**config.mk**
```make
export PLATFORM = sky130hd
export DESIGN_NAME = serial_sub4
export DESIGN_NICKNAME = d
export VERILOG_FILES = /design/src/rtl/serial_sub_pkg.sv /design/src/rtl/full_sub_cell.sv /design/src/rtl/serial_sub4.sv
export SDC_FILE = /design/constraint.sdc
export NUM_CORES = 1
export LEC_CHECK = 0
export CORE_MARGIN = 2
export CORE_UTILIZATION = 47
export DETAILED_ROUTE_END_ITERATION = 8
export GPL_TIMING_DRIVEN = 1
export PLACE_DENSITY = 0.83
export SLEW_MARGIN = 20
export SYNTH_ARGS = -nofsm -noshare
export SYNTH_HDL_FRONTEND = slang
export SYNTH_HIERARCHICAL = 1
export SYNTH_SLANG_ARGS = --single-unit
export TNS_END_PERCENT = 1
```
**constraint.sdc**
```tcl
create_clock -name clk -period 1.8 [get_ports clk]
set_clock_uncertainty 0.1 [all_clocks]
set_input_delay 0.45 -clock clk [delete_from_list [all_inputs] [get_ports clk]]
set_output_delay 0.45 -clock clk [all_outputs]
set_load 0.02 [all_outputs]
```
**src/rtl/serial_sub_pkg.sv**
```systemverilog
// Shared definitions for the bit-serial subtractor.
//   DEFAULT_WIDTH : default operand width in bits
//   state_t       : control FSM encoding (IDLE -> SHIFT -> DONE -> IDLE)
package serial_sub_pkg;

  localparam int DEFAULT_WIDTH = 4;

  typedef enum logic [1:0] {
    IDLE  = 2'd0,
    SHIFT = 2'd1,
    DONE  = 2'd2
  } state_t;

endpackage

```
**src/rtl/full_sub_cell.sv**
```systemverilog
// One-bit full subtractor: computes a - b - bin for a single bit position.
// Ports:
//   a, b  : minuend / subtrahend bit
//   bin   : borrow in
//   d     : difference bit
//   bout  : borrow out
module full_sub_cell (
  input  logic a,
  input  logic b,
  input  logic bin,
  output logic d,
  output logic bout
);

  assign d    = a ^ b ^ bin;
  // Borrow when b beats a outright, or when the bits tie and a borrow arrives.
  assign bout = (~a & b) | (~(a ^ b) & bin);

endmodule

```
**src/rtl/serial_sub4.sv**
```systemverilog
// Bit-serial subtractor: {bo,d} = a - b - bi, one bit per clock, LSB first.
// Handshake: an input transfer happens on a rising edge where
// in_valid && in_ready; an output transfer happens on a rising edge where
// out_valid && out_ready. in_ready is high only in IDLE and out_valid only in
// DONE, so accept and consume can never share an edge.
// Ports:
//   clk, rst_n          : clock, synchronous active-low reset
//   in_valid, in_ready  : operand handshake
//   a, b, bi            : minuend, subtrahend, borrow in (sampled on accept only)
//   out_valid, out_ready: result handshake
//   d, bo               : difference and borrow out (hold last completed result)
module serial_sub4
  import serial_sub_pkg::*;
#(
  parameter int WIDTH = DEFAULT_WIDTH
) (
  input  logic             clk,
  input  logic             rst_n,
  input  logic             in_valid,
  output logic             in_ready,
  input  logic [WIDTH-1:0] a,
  input  logic [WIDTH-1:0] b,
  input  logic             bi,
  output logic             out_valid,
  input  logic             out_ready,
  output logic [WIDTH-1:0] d,
  output logic             bo
);

  localparam int             CNT_W    = $clog2(WIDTH);
  localparam logic [CNT_W-1:0] LAST_BIT = CNT_W'(WIDTH - 1);

  state_t           state;
  state_t           state_next;
  logic [WIDTH-1:0] a_sh;
  logic [WIDTH-1:0] b_sh;
  logic             br;
  logic [CNT_W-1:0] cnt;
  logic             cell_d;
  logic             cell_bout;
  logic             accept;
  logic             last_bit;

  full_sub_cell u_cell (
    .a    (a_sh[0]),
    .b    (b_sh[0]),
    .bin  (br),
    .d    (cell_d),
    .bout (cell_bout)
  );

  assign in_ready  = (state == IDLE);
  assign out_valid = (state == DONE);
  assign accept    = in_valid && in_ready;
  assign last_bit  = (state == SHIFT) && (cnt == LAST_BIT);

  always_ff @(posedge clk) begin
    if (!rst_n) begin
      state <= IDLE;
    end else begin
      state <= state_next;
    end
  end

  always_comb begin
    state_next = state;
    case (state)
      IDLE:    if (accept)    state_next = SHIFT;
      SHIFT:   if (last_bit)  state_next = DONE;
      DONE:    if (out_ready) state_next = IDLE;
      default:                state_next = IDLE;
    endcase
  end

  // The minuend register doubles as the result shift register: each SHIFT
  // cycle consumes a_sh[0] and inserts the new difference bit at the MSB, so
  // after WIDTH steps it holds the full difference. d/bo are separate output
  // registers written only when the last bit completes, so they keep the
  // previous result throughout the next operation.
  always_ff @(posedge clk) begin
    if (!rst_n) begin
      a_sh <= '0;
      b_sh <= '0;
      br   <= 1'b0;
      cnt  <= '0;
      d    <= '0;
      bo   <= 1'b0;
    end else if (accept) begin
      a_sh <= a;
      b_sh <= b;
      br   <= bi;
      cnt  <= '0;
    end else if (state == SHIFT) begin
      a_sh <= {cell_d, a_sh[WIDTH-1:1]};
      b_sh <= b_sh >> 1;
      br   <= cell_bout;
      cnt  <= cnt + CNT_W'(1);
      if (last_bit) begin
        d  <= {cell_d, a_sh[WIDTH-1:1]};
        bo <= cell_bout;
      end
    end
  end

endmodule

```
==> results.ini <==
[sta]
timing.final.crit_period_ns = 1.71
timing.final.max_slew_violations = 0
finalCritPeriodShare_pct = 94.8
slew_headroom_pct = 72.1
hold_violations = 0
worst_slew_pin_slew_ns = 0.418
setup_viol = 0
max_freq_ghz = 0.586
rsz0062_at_grt = no
finalSetupTns_ns = 0
setup_ws_ns = 0.0941

[clock_tree]
cts_tree = yes
cts_buffers = 3
post_cts_buffers = 0
htree_levels = 1
clk_latency_ns = 0.30
clockRootBuffer = clkbuf_4
cts_hold_buf = 0
cts_sinks = 18
cts.clk_slew.worst_paths_ns = 0.10
clockBufferDepth = 2

[die]
core_um2 = 1690
row_count = 15
io_pins = 20
fp.dieW_um = 46.1
dieHeight_um = 46.1
die-area_um2 = 2120
start_util_pct = 49.3

[detailed_routing]
drt-initial-drc-count = 6
ant_nets = 0
drt_first_pass_iters = 3
wire_per_inst_um = 11.8
via_per_inst = 5.17
vias = 641
drc_errors = 0
wirelength_um = 1470

[power_and_ir_drop]
leakagePower_nw = 0.529
ir_drop_mv = 0.371
powerDensity_nw_per_um2 = 778

[critical_path]
worstPathArrival_ns = 1.16
endpoint_kind = output port
critical-path-max-stage-delay_ns = 0.36
worst-path-max-fanout = 4
slowest_stage = dlygate4sd2_1
worstPathRequired_ns = 1.25
cp-start-kind = flip-flop
crit_chain = nor2_1 > dlygate4sd2_1
critical_path_class = reg2out

[layout]
fin_cells = 124
drive_above_1_share_pct = 15.0
syn_to_final_growth_pct = 28.4
nNetsFinal = 123
final_util_pct = 63.3
n_fill_cell = 159
diodes = 0

[placement]
placedCellCount = 120
finalWeightedCongestion = 0.737
hpwl_um = 1070
io_buffers = 19
pre_cts_slack_ns = -0.0415

[grt]
track_usage_pct = 16.5
antenna_found_initial = 0
grt_pass1_wl_um = 2510
grt_max_degree = 18
grt_pass1_vias = 615
grt_overflow = 0

[synth]
synth_edf_count = 0
yosysSeqAreaShare_pct = 43.3
synthesis.nets = 100
synth_top_area_cell = dfxtp_1
synthArstFlopShare_pct = 0
ys_warn_count = 6
syn_inst = 85
synth_seq_cells = 18
synth.area.top_cells = dfxtp_1 (43%), mux2i_1 (12%), nor2b_1 (6.0%), o221a_2 (5.4%), a21oi_1 (4.8%)
synth_flop_cell = dfxtp_1
syn-cell-area_um2 = 832
netlist.area_leader.share_pct = 43.3
synth_area_per_cell_um2 = 9.79
synthDistinctLibCells = 24
synth_common_cells = dfxtp_1 (18), mux2i_1 (10), a21oi_1 (8), nor2b_1 (8), nor2_1 (7)
synth.most_common_cell = dfxtp_1

[run_status]
status = finished, final reports clean

[job]
drv_cap = 0

[min_path]
hold_path.class = reg2reg

critical path: cells and delay by family (launching register included):
kind | cells | cell delay [ns]
buffers and inverters | 1 | 0.36
flip-flops | 1 | 0.34
AND/OR/NAND/NOR | 1 | 0.15
layer usage:
metal,vias to the layer above,track usage [%],wire length (um)
met5,-,0,0
met4,0,7.43,23
met3,4,6.27,82
met2,16,26.1,690
met1,282,19.8,672
li1,339,-,-
layout by cell type, fill, tap and decap left out:
cell / count
a21boi_0: 2
a21oi_1: 8
and2_1: 1
buf_4: 4
clkbuf_2: 1
clkbuf_4: 3
clkbuf_8: 1
clkdlybuf4s50_1: 12
dfxtp_1: 18
dlygate4sd2_1: 4
dlymetal6s2s_1: 2
fa_1: 1
ha_1: 1
inv_1: 5
mux2i_1: 10
nand2_1: 1
nand2b_1: 2
nand3_1: 2
nand3b_2: 1
nor2_1: 7
nor2b_1: 8
nor3b_1: 2
o21ai_0: 1
o21ai_1: 3
o21ai_2: 1
o221a_2: 4
or3b_4: 1
xor2_1: 1
repair_timing:
item                                    CTS  global route
endpoints found under the setup margin    5             3
gates resized for setup                   5             4
gates cloned                              0             0
cell type report:
type | count | area [um2] | share of cell area [%]
multi-input combinational | 57 | 417 | 39.0
sequential | 18 | 360 | 33.7
inverter | 5 | 18.8 | 1.76
tap | 17 | 21.3 | 1.99
clock buffer | 4 | 36.3 | 3.40
timing repair buffer | 23 | 215 | 20.1
worst paths after layout:
check                start  endpoint  slack, ns  cells past startpoint
setup / recovery  state[1]  in_ready       0.09                      2
hold / removal     b_sh[3]   b_sh[3]       0.39                      2
setup reg to reg   b_sh[0]   a_sh[3]       0.35                      5
hold reg to reg    b_sh[3]   b_sh[3]       0.39                      2
where the power goes:
part | internal, mW | switching (mW) | total, mW
Combinational | 0.0778 | 0.0635 | 0.141
Sequential | 0.422 | 0.0146 | 0.436
Clock | 0.124 | 0.130 | 0.253
flip-flops by register name, indices dropped and copies added, names as in the netlist:
signal / count
a_sh: 4
b_sh: 4
bo: 1
br: 1
cnt: 2
d: 4
state: 2
metrics by stage:
stage	hold WS [ns]	cell area, um2	total power [mW]
after floorplan	0.354	832	0.538
after global placement	0.362	1040	0.586
after detailed placement	0.383	1040	0.589
after CTS	0.398	1070	0.837
after global routing	0.420	1070	0.872
final	0.390	1070	0.831
cells by family after synthesis:
family / count (synthesis) / share of synthesized area [%]
fa+ha+maj: 2 / 3.91
mux: 10 / 12.0
flops: 18 / 43.3
compound gates: 19 / 15.5
xor+xnor: 1 / 1.05
simple gates: 25 / 17.6
buf+inv: 10 / 6.62
No activity file was read; power rests on OpenSTA's default activity.
